--- src/rtl/arriba_bus_if.sv ---
// Bus handshakes between the control unit and instruction memory,
// data memory and I/O ports.
interface arriba_bus_if #(
    parameter int ADR_W = 12
);
    logic [ADR_W-1:0] inst_adr_o;
    logic             inst_stb_o;
    logic             inst_ack_i;
    logic [7:0]       bus_adr_o;
    logic             data_stb_o;
    logic             data_we_o;
    logic             data_ack_i;
    logic             port_stb_o;
    logic             port_we_o;
    logic             port_ack_i;

    modport master (
        output inst_adr_o, inst_stb_o, bus_adr_o,
        output data_stb_o, data_we_o, port_stb_o, port_we_o,
        input  inst_ack_i, data_ack_i, port_ack_i
    );

    modport slave (
        input  inst_adr_o, inst_stb_o, bus_adr_o,
        input  data_stb_o, data_we_o, port_stb_o, port_we_o,
        output inst_ack_i, data_ack_i, port_ack_i
    );
endinterface

--- src/rtl/arriba_control_unit.sv ---
// Instruction-sequencing control unit: owns PC and return stack, runs the
// bus handshakes and drives the datapath controls.
//
// state     | meaning
// ----------+---------------------------------------------------------
// S_FETCH   | instruction request at pc, wait for inst_ack_i
// S_DECODE  | decoded fields valid; dispatch, resolve branch/jump/ret
// S_EXECUTE | ALU/shift writeback, flags captured
// S_MEM     | data or port cycle, held until the matching ack
// S_HALT    | halted, waiting for wake_i
module arriba_control_unit #(
    parameter int              PC_W        = 12,
    parameter int              STACK_DEPTH = 8,
    parameter logic [PC_W-1:0] RESET_PC    = '0
) (
    input  logic             clk_i,
    input  logic             rst_i,
    arriba_bus_if.master     bus,
    input  logic [6:0]       op_e,
    input  logic [2:0]       func_e,
    input  logic [PC_W-1:0]  addr_e,
    input  logic [7:0]       disp_e,
    input  logic [7:0]       offset_e,
    input  logic [7:0]       rs_i,
    input  logic             zero_e,
    input  logic             carry_e,
    input  logic             wake_i,
    output logic             RegWrt_c,
    output logic             ClkEn_e,
    output logic [1:0]       RegMux_c,
    output logic             op2_c,
    output logic [3:0]       ALUOp_c,
    output logic             halt_o
);
    localparam int SP_W = $clog2(STACK_DEPTH);

    typedef enum logic [2:0] {
        S_FETCH,
        S_DECODE,
        S_EXECUTE,
        S_MEM,
        S_HALT
    } state_t;

    state_t          state_q, state_d;
    logic [PC_W-1:0] pc_q, pc_d;
    logic [SP_W-1:0] sp_q, sp_d;
    logic [PC_W-1:0] stack_q [STACK_DEPTH];
    logic            push;
    logic            z_q, z_d, c_q, c_d;
    logic [7:0]      adr_q, adr_d;
    logic [2:0]      func_q, func_d;
    logic            shift_q, shift_d;
    logic            imm_q, imm_d;

    logic            one_hot;
    logic            br_taken;
    logic [SP_W-1:0] sp_dec;
    logic            mem_ack;
    logic            mem_load;
    logic            inst_stb;

    assign one_hot = (op_e != 7'd0) && ((op_e & (op_e - 7'd1)) == 7'd0);
    assign sp_dec  = sp_q - {{(SP_W-1){1'b0}}, 1'b1};

    // Branch condition against the registered flags.
    always_comb begin
        br_taken = 1'b0;
        case (func_e[1:0])
            2'b00:   br_taken = z_q;
            2'b01:   br_taken = !z_q;
            2'b10:   br_taken = c_q;
            default: br_taken = !c_q;
        endcase
    end

    // State, PC, stack pointer, flags and latched instruction fields.
    always_ff @(posedge clk_i or posedge rst_i) begin
        if (rst_i) begin
            state_q <= S_FETCH;
            pc_q    <= RESET_PC;
            sp_q    <= '0;
            z_q     <= 1'b0;
            c_q     <= 1'b0;
            adr_q   <= '0;
            func_q  <= '0;
            shift_q <= 1'b0;
            imm_q   <= 1'b0;
        end else begin
            state_q <= state_d;
            pc_q    <= pc_d;
            sp_q    <= sp_d;
            z_q     <= z_d;
            c_q     <= c_d;
            adr_q   <= adr_d;
            func_q  <= func_d;
            shift_q <= shift_d;
            imm_q   <= imm_d;
        end
    end

    // Return stack storage; cleared at reset so an empty-stack ret is defined.
    always_ff @(posedge clk_i or posedge rst_i) begin
        if (rst_i) begin
            for (int i = 0; i < STACK_DEPTH; i++) stack_q[i] <= '0;
        end else if (push) begin
            stack_q[sp_q] <= pc_q;
        end
    end

    // Next-state logic and Moore outputs (load writeback gated by ack).
    always_comb begin
        state_d  = state_q;
        pc_d     = pc_q;
        sp_d     = sp_q;
        push     = 1'b0;
        z_d      = z_q;
        c_d      = c_q;
        adr_d    = adr_q;
        func_d   = func_q;
        shift_d  = shift_q;
        imm_d    = imm_q;
        inst_stb = 1'b0;
        mem_ack  = 1'b0;
        mem_load = 1'b0;
        bus.bus_adr_o  = 8'd0;
        bus.data_stb_o = 1'b0;
        bus.data_we_o  = 1'b0;
        bus.port_stb_o = 1'b0;
        bus.port_we_o  = 1'b0;
        RegWrt_c = 1'b0;
        ClkEn_e  = 1'b0;
        RegMux_c = 2'b00;
        op2_c    = 1'b0;
        ALUOp_c  = 4'b0000;
        halt_o   = 1'b0;

        case (state_q)
            S_FETCH: begin
                inst_stb = 1'b1;
                if (bus.inst_ack_i) begin
                    pc_d    = pc_q + {{(PC_W-1){1'b0}}, 1'b1};
                    state_d = S_DECODE;
                end
            end

            S_DECODE: begin
                func_d  = func_e;
                shift_d = op_e[2];
                imm_d   = op_e[1];
                state_d = S_FETCH;
                if (one_hot) begin
                    if (op_e[0] || op_e[1] || op_e[2]) begin
                        state_d = S_EXECUTE;
                    end else if (op_e[3]) begin
                        adr_d   = rs_i + offset_e;
                        state_d = S_MEM;
                    end else if (op_e[4]) begin
                        if (br_taken)
                            pc_d = pc_q + {{(PC_W-8){disp_e[7]}}, disp_e};
                    end else if (op_e[5]) begin
                        if (func_e[0]) begin
                            push = 1'b1;
                            sp_d = sp_q + {{(SP_W-1){1'b0}}, 1'b1};
                        end
                        pc_d = addr_e;
                    end else begin
                        if (func_e == 3'b000) begin
                            sp_d = sp_dec;
                            pc_d = stack_q[sp_dec];
                        end else if (func_e[2:1] == 2'b10) begin
                            state_d = S_HALT;
                        end
                    end
                end
            end

            S_EXECUTE: begin
                RegWrt_c = 1'b1;
                ClkEn_e  = 1'b1;
                ALUOp_c  = shift_q ? {2'b10, func_q[1:0]} : {1'b0, func_q};
                op2_c    = !imm_q;
                z_d      = zero_e;
                c_d      = carry_e;
                state_d  = S_FETCH;
            end

            S_MEM: begin
                if (func_q[2]) begin
                    state_d = S_FETCH;
                end else begin
                    bus.bus_adr_o = adr_q;
                    mem_load      = !func_q[0];
                    if (func_q[1]) begin
                        bus.port_stb_o = 1'b1;
                        bus.port_we_o  = func_q[0];
                        mem_ack        = bus.port_ack_i;
                        RegMux_c       = mem_load ? 2'b10 : 2'b00;
                    end else begin
                        bus.data_stb_o = 1'b1;
                        bus.data_we_o  = func_q[0];
                        mem_ack        = bus.data_ack_i;
                        RegMux_c       = mem_load ? 2'b01 : 2'b00;
                    end
                    if (mem_ack) begin
                        RegWrt_c = mem_load;
                        ClkEn_e  = mem_load;
                        state_d  = S_FETCH;
                    end
                end
            end

            S_HALT: begin
                halt_o = 1'b1;
                if (wake_i) state_d = S_FETCH;
            end

            default: state_d = S_FETCH;
        endcase
    end

    // Reset holds FETCH, but no request may go out while rst_i is high.
    assign bus.inst_stb_o = inst_stb && !rst_i;
    assign bus.inst_adr_o = pc_q;
endmodule

--- src/flat_wrapper.sv ---
// flat-port wrapper written by rule: the top's interface ports become plain ports
module arriba_control_unit_flat 
#(
    parameter int              PC_W        = 12,
    parameter int              STACK_DEPTH = 8,
    parameter logic [PC_W-1:0] RESET_PC    = '0
)
  (clk_i, rst_i, op_e, func_e, addr_e, disp_e, offset_e, rs_i, zero_e, carry_e, wake_i, RegWrt_c, ClkEn_e, RegMux_c, op2_c, ALUOp_c, halt_o, bus_inst_adr_o, bus_inst_stb_o, bus_bus_adr_o, bus_data_stb_o, bus_data_we_o, bus_port_stb_o, bus_port_we_o, bus_inst_ack_i, bus_data_ack_i, bus_port_ack_i);
  arriba_bus_if #(.ADR_W(12)) bus_i ();
  input  logic clk_i;
  input  logic rst_i;
  input  logic [6:0] op_e;
  input  logic [2:0] func_e;
  input  logic [PC_W-1:0] addr_e;
  input  logic [7:0] disp_e;
  input  logic [7:0] offset_e;
  input  logic [7:0] rs_i;
  input  logic zero_e;
  input  logic carry_e;
  input  logic wake_i;
  output logic RegWrt_c;
  output logic ClkEn_e;
  output logic [1:0] RegMux_c;
  output logic op2_c;
  output logic [3:0] ALUOp_c;
  output logic halt_o;
  output wire logic [$bits(bus_i.inst_adr_o)-1:0] bus_inst_adr_o;
  output wire logic [$bits(bus_i.inst_stb_o)-1:0] bus_inst_stb_o;
  output wire logic [$bits(bus_i.bus_adr_o)-1:0] bus_bus_adr_o;
  output wire logic [$bits(bus_i.data_stb_o)-1:0] bus_data_stb_o;
  output wire logic [$bits(bus_i.data_we_o)-1:0] bus_data_we_o;
  output wire logic [$bits(bus_i.port_stb_o)-1:0] bus_port_stb_o;
  output wire logic [$bits(bus_i.port_we_o)-1:0] bus_port_we_o;
  input wire logic [$bits(bus_i.inst_ack_i)-1:0] bus_inst_ack_i;
  input wire logic [$bits(bus_i.data_ack_i)-1:0] bus_data_ack_i;
  input wire logic [$bits(bus_i.port_ack_i)-1:0] bus_port_ack_i;
  assign bus_inst_adr_o = bus_i.inst_adr_o;
  assign bus_inst_stb_o = bus_i.inst_stb_o;
  assign bus_bus_adr_o = bus_i.bus_adr_o;
  assign bus_data_stb_o = bus_i.data_stb_o;
  assign bus_data_we_o = bus_i.data_we_o;
  assign bus_port_stb_o = bus_i.port_stb_o;
  assign bus_port_we_o = bus_i.port_we_o;
  assign bus_i.inst_ack_i = bus_inst_ack_i;
  assign bus_i.data_ack_i = bus_data_ack_i;
  assign bus_i.port_ack_i = bus_port_ack_i;
  arriba_control_unit #(.PC_W(PC_W), .STACK_DEPTH(STACK_DEPTH), .RESET_PC(RESET_PC)) u_core (.clk_i(clk_i), .rst_i(rst_i), .bus(bus_i), .op_e(op_e), .func_e(func_e), .addr_e(addr_e), .disp_e(disp_e), .offset_e(offset_e), .rs_i(rs_i), .zero_e(zero_e), .carry_e(carry_e), .wake_i(wake_i), .RegWrt_c(RegWrt_c), .ClkEn_e(ClkEn_e), .RegMux_c(RegMux_c), .op2_c(op2_c), .ALUOp_c(ALUOp_c), .halt_o(halt_o));
endmodule
--- config.mk ---
export PLATFORM = sky130hd
export DESIGN_NAME = arriba_control_unit_flat
export DESIGN_NICKNAME = d
export VERILOG_FILES = /design/src/rtl/arriba_bus_if.sv /design/src/rtl/arriba_control_unit.sv /design/src/flat_wrapper.sv
export SDC_FILE = /design/constraint.sdc
export NUM_CORES = 1
export LEC_CHECK = 0
export BUFFER_PORTS_ARGS = -buffer_cell sky130_fd_sc_hd__buf_2
export CAP_MARGIN = 30
export CORE_MARGIN = 5
export CORE_UTILIZATION = 53
export DETAILED_ROUTE_END_ITERATION = 12
export GPL_TIMING_DRIVEN = 0
export PLACE_DENSITY = 0.77
export REMOVE_ABC_BUFFERS = 1
export SYNTH_ARGS = -nofsm -noshare
export SYNTH_HDL_FRONTEND = slang
export SYNTH_SLANG_ARGS = --single-unit
--- constraint.sdc ---
create_clock -name clk_i -period 4 [get_ports clk_i]
set_clock_uncertainty 0.15 [all_clocks]
set_input_delay 0.6 -clock clk_i [delete_from_list [all_inputs] [get_ports clk_i]]
set_output_delay 0.6 -clock clk_i [all_outputs]
set_load 0.02 [all_outputs]
==> results of run 1 <==
## worst max-delay path by stage
stage                         from                   endpoint  slack, ps  cells past startpoint
floorplan                    rst_i            u_core.adr_q[0]       -190                      1
global placement             rst_i         u_core.stack_q[23]      -1390                      2
detailed placement  u_core.sp_q[0]  u_core.bus.inst_adr_o[10]         -6                      9
CTS                 u_core.sp_q[0]  u_core.bus.inst_adr_o[10]         20                      9
global route        u_core.sp_q[0]  u_core.bus.inst_adr_o[10]        260                      9
finish              u_core.sp_q[0]  u_core.bus.inst_adr_o[10]        480                      9
## layer usage
| layer | global-route usage [%] | wire (µm) | share of wire, % | up-vias |
|---|---|---|---|---|
| met5 | 0 | 0 | 0 | - |
| li1 | - | - | - | 2483 |
| met1 | 29.06 | 7272 | 40 | 2732 |
| met3 | 4.625 | 998 | 5.5 | 53 |
| met4 | 10.24 | 544 | 3.0 | 0 |
| met2 | 39.99 | 9300 | 51 | 201 |
## critical path, stage by stage (launching register included)
cell and delay, ps:
dfrtp_4 730, inv_1 230, ha_2 660, buf_16 220, mux4_2 510, mux2i_1 220, nor2_1 70, a211o_1 300
a21boi_0 190, a311oi_1 70
## synthesized netlist by cell type, drive strengths merged, types with 8 or more instances
library cell | n | area share (%)
ha | 21 | 3.6
o21ai | 33 | 2.2
inv | 13 | 0.66
buf | 16 | 1.5
nand2 | 50 | 2.7
mux2i | 16 | 2.2
mux2 | 103 | 16
dfrtp | 129 | 44
mux4 | 24 | 7.4
and2 | 16 | 1.4
xnor2 | 11 | 1.3
nor2 | 27 | 1.4
nor2b | 8 | 0.68
a21oi | 23 | 1.6
nand3 | 13 | 0.89
clkbuf | 27 | 1.4
nor3 | 9 | 0.77
## state kept, by name (all words and copies together), names as in the netlist
register,flops
u_core.state_q,3
u_core.stack_q,96
u_core.c_q,1
u_core.adr_q,8
u_core.z_q,1
u_core.sp_q,3
u_core.shift_q,1
u_core.bus.inst_adr_o,12
u_core.imm_q,1
u_core.func_q,3
## area by class of cell
| class | instances | area [µm²] |
|---|---|---|
| clock inverters | 14 | 176.4 |
| clock buffers | 18 | 439.2 |
| multi-input cells | 449 | 3904 |
| inverters | 13 | 53.80 |
| flip-flops and latches | 129 | 3232 |
| well taps | 180 | 225.2 |
| fillers | 1003 | 5094 |
| repair buffers | 99 | 595.6 |
## per-stage QoR
step / instance area (µm²) / cells / hold slack (ps)
CTS: 8621 / 902 / 259.2
detailed placement: 7995 / 869 / 326.1
global route: 8626 / 902 / 263.7
floorplan: 7139 / 591 / 294.6
finish: 8626 / 902 / 270.5
global placement: 7805 / 859 / 311.6
## repair_timing
action                                 4_1_cts  5_1_grt
endpoints found under the hold margin       20        0
hold buffers                                 1        0
gates resized for setup                      0        2
setup endpoints to repair                    0        7
## where the power goes
part           leakage [µW]  total, µW  switching [µW]  internal [µW]
Sequential          0.00175       1620             245           1370
Clock              0.000298       1600             591           1000
Combinational       0.00215        831             465            366
Total               0.00419       4050            1300           2740
## cells by family after synthesis
kind of cell    Yosys count
simple gates            161
mux                     143
xor+xnor                 16
fa+ha+maj                24
compound gates          105
buf+inv                  56
flops                   129
==> impl_metrics.csv, run 1 <==
group,metric,value,unit
synthesis,synth_edf_count,0,
grt,gr-total-overflow,0,
final_layout,num_antenna_cells,0,
sta,setup_viol,0,
sta,timing.final.hold_violations,0,
place,pre_cts_slack,-6.085,ps
cts,numCtsBuffers,17,
worst_hold_path,min_path_type,"in2reg",
synthesis,synthArstFlopShare,100.0,%
drt,wire_per_inst,20.08,µm
critical_path,r2r_end,"u_core.bus.inst_adr_o[10]",
floorplan,core_area,0.01372,mm²
critical_path,critPathKind,"reg2reg",
critical_path,ff2ff_path_depth,9,
grt,grt_pass1_vias,5786,
floorplan,die_h,127.8,µm
place,gp_congestion,0.8889,
synthesis,synthAdderAreaFrac,4.256,%
sta,fmax,283.9,MHz
drt,drt-pass1-iter-count,5,
outcome,outcome,"finished, final reports clean",
synthesis,ys_ff_latch,129,
grt,grt_pass1_wl,29990,µm
sta,min_period_over_period,88.07,%
grt,grt_start_max_net_pins,110,
final_layout,drive_above_1_share,38.09,%
floorplan,rows,43,
floorplan,io_pins,89,
worst_hold_path,hold_depth,2,
synthesis,syn-cell-area,0.007350,mm²
cts,cts_sinks,129,
sta,setup_slack,477.3,ps
synthesis,ys.flop_type,"dfrtp_1",
synthesis,yosys_warnings,0,
critical_path,r2r-start,"u_core.sp_q[0]",
cts,clk_path_buf_depth,2,
power,cellPowerDensity,469.0,mW/mm²
cts,clock_latency,420,ps
final_layout,post-route-util,62.87,%
critical_path,path_max_fanout,30,
drt,via_per_inst,6.063,
synthesis,syn_inst,634,
final_layout,final_common_cell,"dfrtp_1",
synthesis,avgSynthCellArea,11.59,µm²
critical_path,arrival,3640,ps
drt,antenna_left,0,
power,irDropWorstVdd,306.2,µV
floorplan,die_w,127.8,µm
critical_path,cp-start-kind,"flop",
synthesis,synth_compound_area_share,9.261,%
synthesis,synth.distinct_cells,65,
synthesis,synthXorXnorAreaFrac,1.907,%
drt,drc,0,
synthesis,synth_top_family_by_area,"multiplexers",
worst_hold_path,hp-start,"zero_e",
cts,root_buffer,"clkbuf_16",
final_layout,syn_to_final_growth,17.36,%
sta,rsz0062_at_grt,"no",
cts,cts_tree,"done",
critical_path,endpoint_kind,"flop",
final_layout,mostFrequentLayoutCells,"dfrtp_1 (128), mux2_2 (97), buf_2 (88)",
power,p_leak,0.004193,µW
floorplan,initial_utilization,53.57,%
grt,grt_usage,23.46,%
sta,min_period,3523,ps
floorplan,dieArea,0.01632,mm²
sta,tightest_slew,862.7,ps
final_layout,nets,786,
drt,wirelength,18120,µm
place,place.port_buffers,88,
worst_hold_path,min_to,"u_core.z_q",
power,power,4046,µW
place,dp.final_hpwl,12310,µm
sta,fin_tns_setup,0,ps
drt,num_vias,5469,
drt,dr.first_iter.drc_count,416,
sta,maxSlewViolCount,0,
cts,clkSlewWorstSetupHoldPaths,60,ps
critical_path,reg2reg_slack,480,ps
synthesis,ys_seq_area_share,43.92,%
grt,antenna_found_initial,0,
cts,cts_setup_buffers,0,
synthesis,yosys.area_share.simple,11.51,%
sta,slew_headroom,42.36,%
run,drv_cap,0,
synthesis,muxShareOfSynthArea,25.62,%
cts,htree_levels,4,
critical_path,required,4120,ps
Power figures use the tool's default switching activity.
==> inputs of run 2 (changes only) <==
--- a/config.mk
+++ b/config.mk
@@ -8,10 +8,10 @@
 export BUFFER_PORTS_ARGS = -buffer_cell sky130_fd_sc_hd__buf_2
 export CAP_MARGIN = 30
 export CORE_MARGIN = 5
-export CORE_UTILIZATION = 53
+export CORE_UTILIZATION = 46
 export DETAILED_ROUTE_END_ITERATION = 12
 export GPL_TIMING_DRIVEN = 0
-export PLACE_DENSITY = 0.77
+export PLACE_DENSITY = 0.68
 export REMOVE_ABC_BUFFERS = 1
 export SYNTH_ARGS = -nofsm -noshare
 export SYNTH_HDL_FRONTEND = slang
==> impl_metrics.csv, run 2 (synthesis results as in run 1) <==
group,metric,value,unit
worst_hold_path,min_path_type,"in2async",
critical_path,critPathBufInv,1,
floorplan,io_pins,89,
grt,grt_pass1_wl,29180,µm
critical_path,critical_path.max_stage_delay,930,ps
critical_path,ff2ff_path_depth,8,
power,irDropWorstVdd,336.2,µV
power,p_sw_share,31.24,%
drt,num_vias,5380,
drt,drt-pass1-iter-count,5,
critical_path,path_depth,8,
place,place.port_buffers,88,
power,p_sw,1264,µW
grt,grt_start_max_net_pins,103,
drt,via_per_inst,5.760,
cts,ctsResizeCount,0,
final_layout,stdcell_count,934,
final_layout,nets,784,
drt,drc,0,
drt,dr.first_iter.drc_count,390,
critical_path,path_cells,"inv_1, ha_4, mux4_2, mux2i_1, nor2_1, a211o_1, a21boi_0, a311oi_1",
place,post-place-cells,904,
critical_path,critPathTopFamily,"flip-flops",
place,placedInstanceArea,0.008015,mm²
critical_path,required,4110,ps
final_layout,largest_reg_flops,96,
cts,clkSlewWorstSetupHoldPaths,60,ps
power,internal_power,2782,µW
cts,numCtsBuffers,17,
final_layout,final_common_cell,"dfrtp_1",
cts,root_buffer,"clkbuf_16",
power,cellPowerDensity,468.7,mW/mm²
cts,cts_setup_buffers,0,
run,drv_cap,0,
critical_path,cp-start-kind,"flop",
sta,tightest_slew,880.6,ps
sta,fmax,272.1,MHz
power,power.share.clock,39.6,%
drt,wire_per_inst,19.24,µm
drt,antenna_left,0,
cts,clk_path_buf_depth,2,
sta,slew_headroom,41.16,%
sta,timing.final.hold_violations,0,
sta,whs,16.47,ps
final_layout,drive_above_1_share,37.74,%
outcome,outcome,"finished, final reports clean",
drt,wirelength,17970,µm
final_layout,num_antenna_cells,0,
grt,gr-total-overflow,0,
power,combPwrFrac,20.5,%
cts,cts_tree,"done",
cts,holdBufCountCts,0,
power,p_leak,0.004174,µW
critical_path,path_max_fanout,30,
cts,cts_sinks,129,
critical_path,critPathKind,"reg2reg",
floorplan,initial_utilization,46.60,%
sta,maxSlewViolCount,0,
power,p_seq_share,40.0,%
sta,min_period,3675,ps
final_layout,top_register,"u_core.stack_q",
grt,antenna_found_initial,0,
sta,min_period_over_period,91.89,%
final_layout,fillCellCount,1353,
critical_path,arrival,3790,ps
cts,clock_latency,410,ps
final_layout,mostFrequentLayoutCells,"dfrtp_1 (128), mux2_2 (97), buf_2 (88)",
final_layout,fin_area,0.008632,mm²
floorplan,rows,46,
floorplan,die_w,136.4,µm
floorplan,die_h,136.4,µm
sta,setup_viol,0,
grt,grt_pass1_vias,5548,
place,dp.final_hpwl,12400,µm
critical_path,endpoint_kind,"flop",
place,gp_congestion,0.8822,
floorplan,core_area,0.01577,mm²
grt,grt_usage,20.18,%
sta,rsz0062_at_grt,"no",
sta,fin_tns_setup,0,ps
floorplan,dieArea,0.01861,mm²
critical_path,slowest_stage,"dfrtp_2",
final_layout,syn_to_final_growth,17.45,%
cts,htree_levels,4,
-- run 2: cell count changes in the layout (fill, tap and decap cells not counted), sizes merged --
cell,delta
inv,-4
buf,-1
bufinv,+1
clkbuf,+1
dlygate4sd3,-1
-- run 2: power groups by stage --
stage	registers, µW	clock network [µW]	logic [µW]
2_1_floorplan	1590	0	533
3_3_place_gp	1620	0	786
3_5_place_dp	1630	0	815
4_1_cts	1610	1620	824
5_1_grt	1640	1670	911
6_report	1620	1600	828
-- run 2: final timing paths --
check                          startpoint                        end  slack, ps
min                                 rst_i          u_core.state_q[0]         20
max reg2reg                u_core.sp_q[0]  u_core.bus.inst_adr_o[10]        320
min in group clk_i                carry_e                 u_core.c_q        280
min reg2reg                  u_core.imm_q               u_core.imm_q        340
max in group asynchronous           rst_i         u_core.stack_q[24]       2910
max                        u_core.sp_q[0]  u_core.bus.inst_adr_o[10]        320
-- run 2: through the flow --
stage | worst slack, ps | util (%) | total power [µW]
floorplan | -191.0 | - | 2123
global placement | -1432 | 49.78 | 2405
detailed placement | 51.21 | 50.83 | 2448
CTS | 16.01 | 54.67 | 4052
global route | 68.75 | 54.74 | 4220
finish | 324.5 | 54.74 | 4046
-- run 2: final cells by class --
| cell class | count | area (µm²) | area share, % |
|---|---|---|---|
| clock inverters | 11 | 163.9 | 1.899 |
| well taps | 216 | 270.3 | 3.131 |
| repair buffers | 97 | 558.0 | 6.465 |
| inverters | 13 | 53.80 | 0.6233 |
| multi-input cells | 449 | 3914 | 45.34 |
| flip-flops and latches | 129 | 3229 | 37.41 |
| clock buffers | 19 | 442.9 | 5.131 |
-- run 2: metal layers --
layer	routed length, µm	part of all wire [%]	vias to the layer above	track usage [%]
li1	-	-	2464	-
met2	9017	50	171	34.04
met4	479	2.7	0	7.671
met1	7591	42	2701	25.64
met5	0	0	-	0
met3	881	4.9	44	4.108
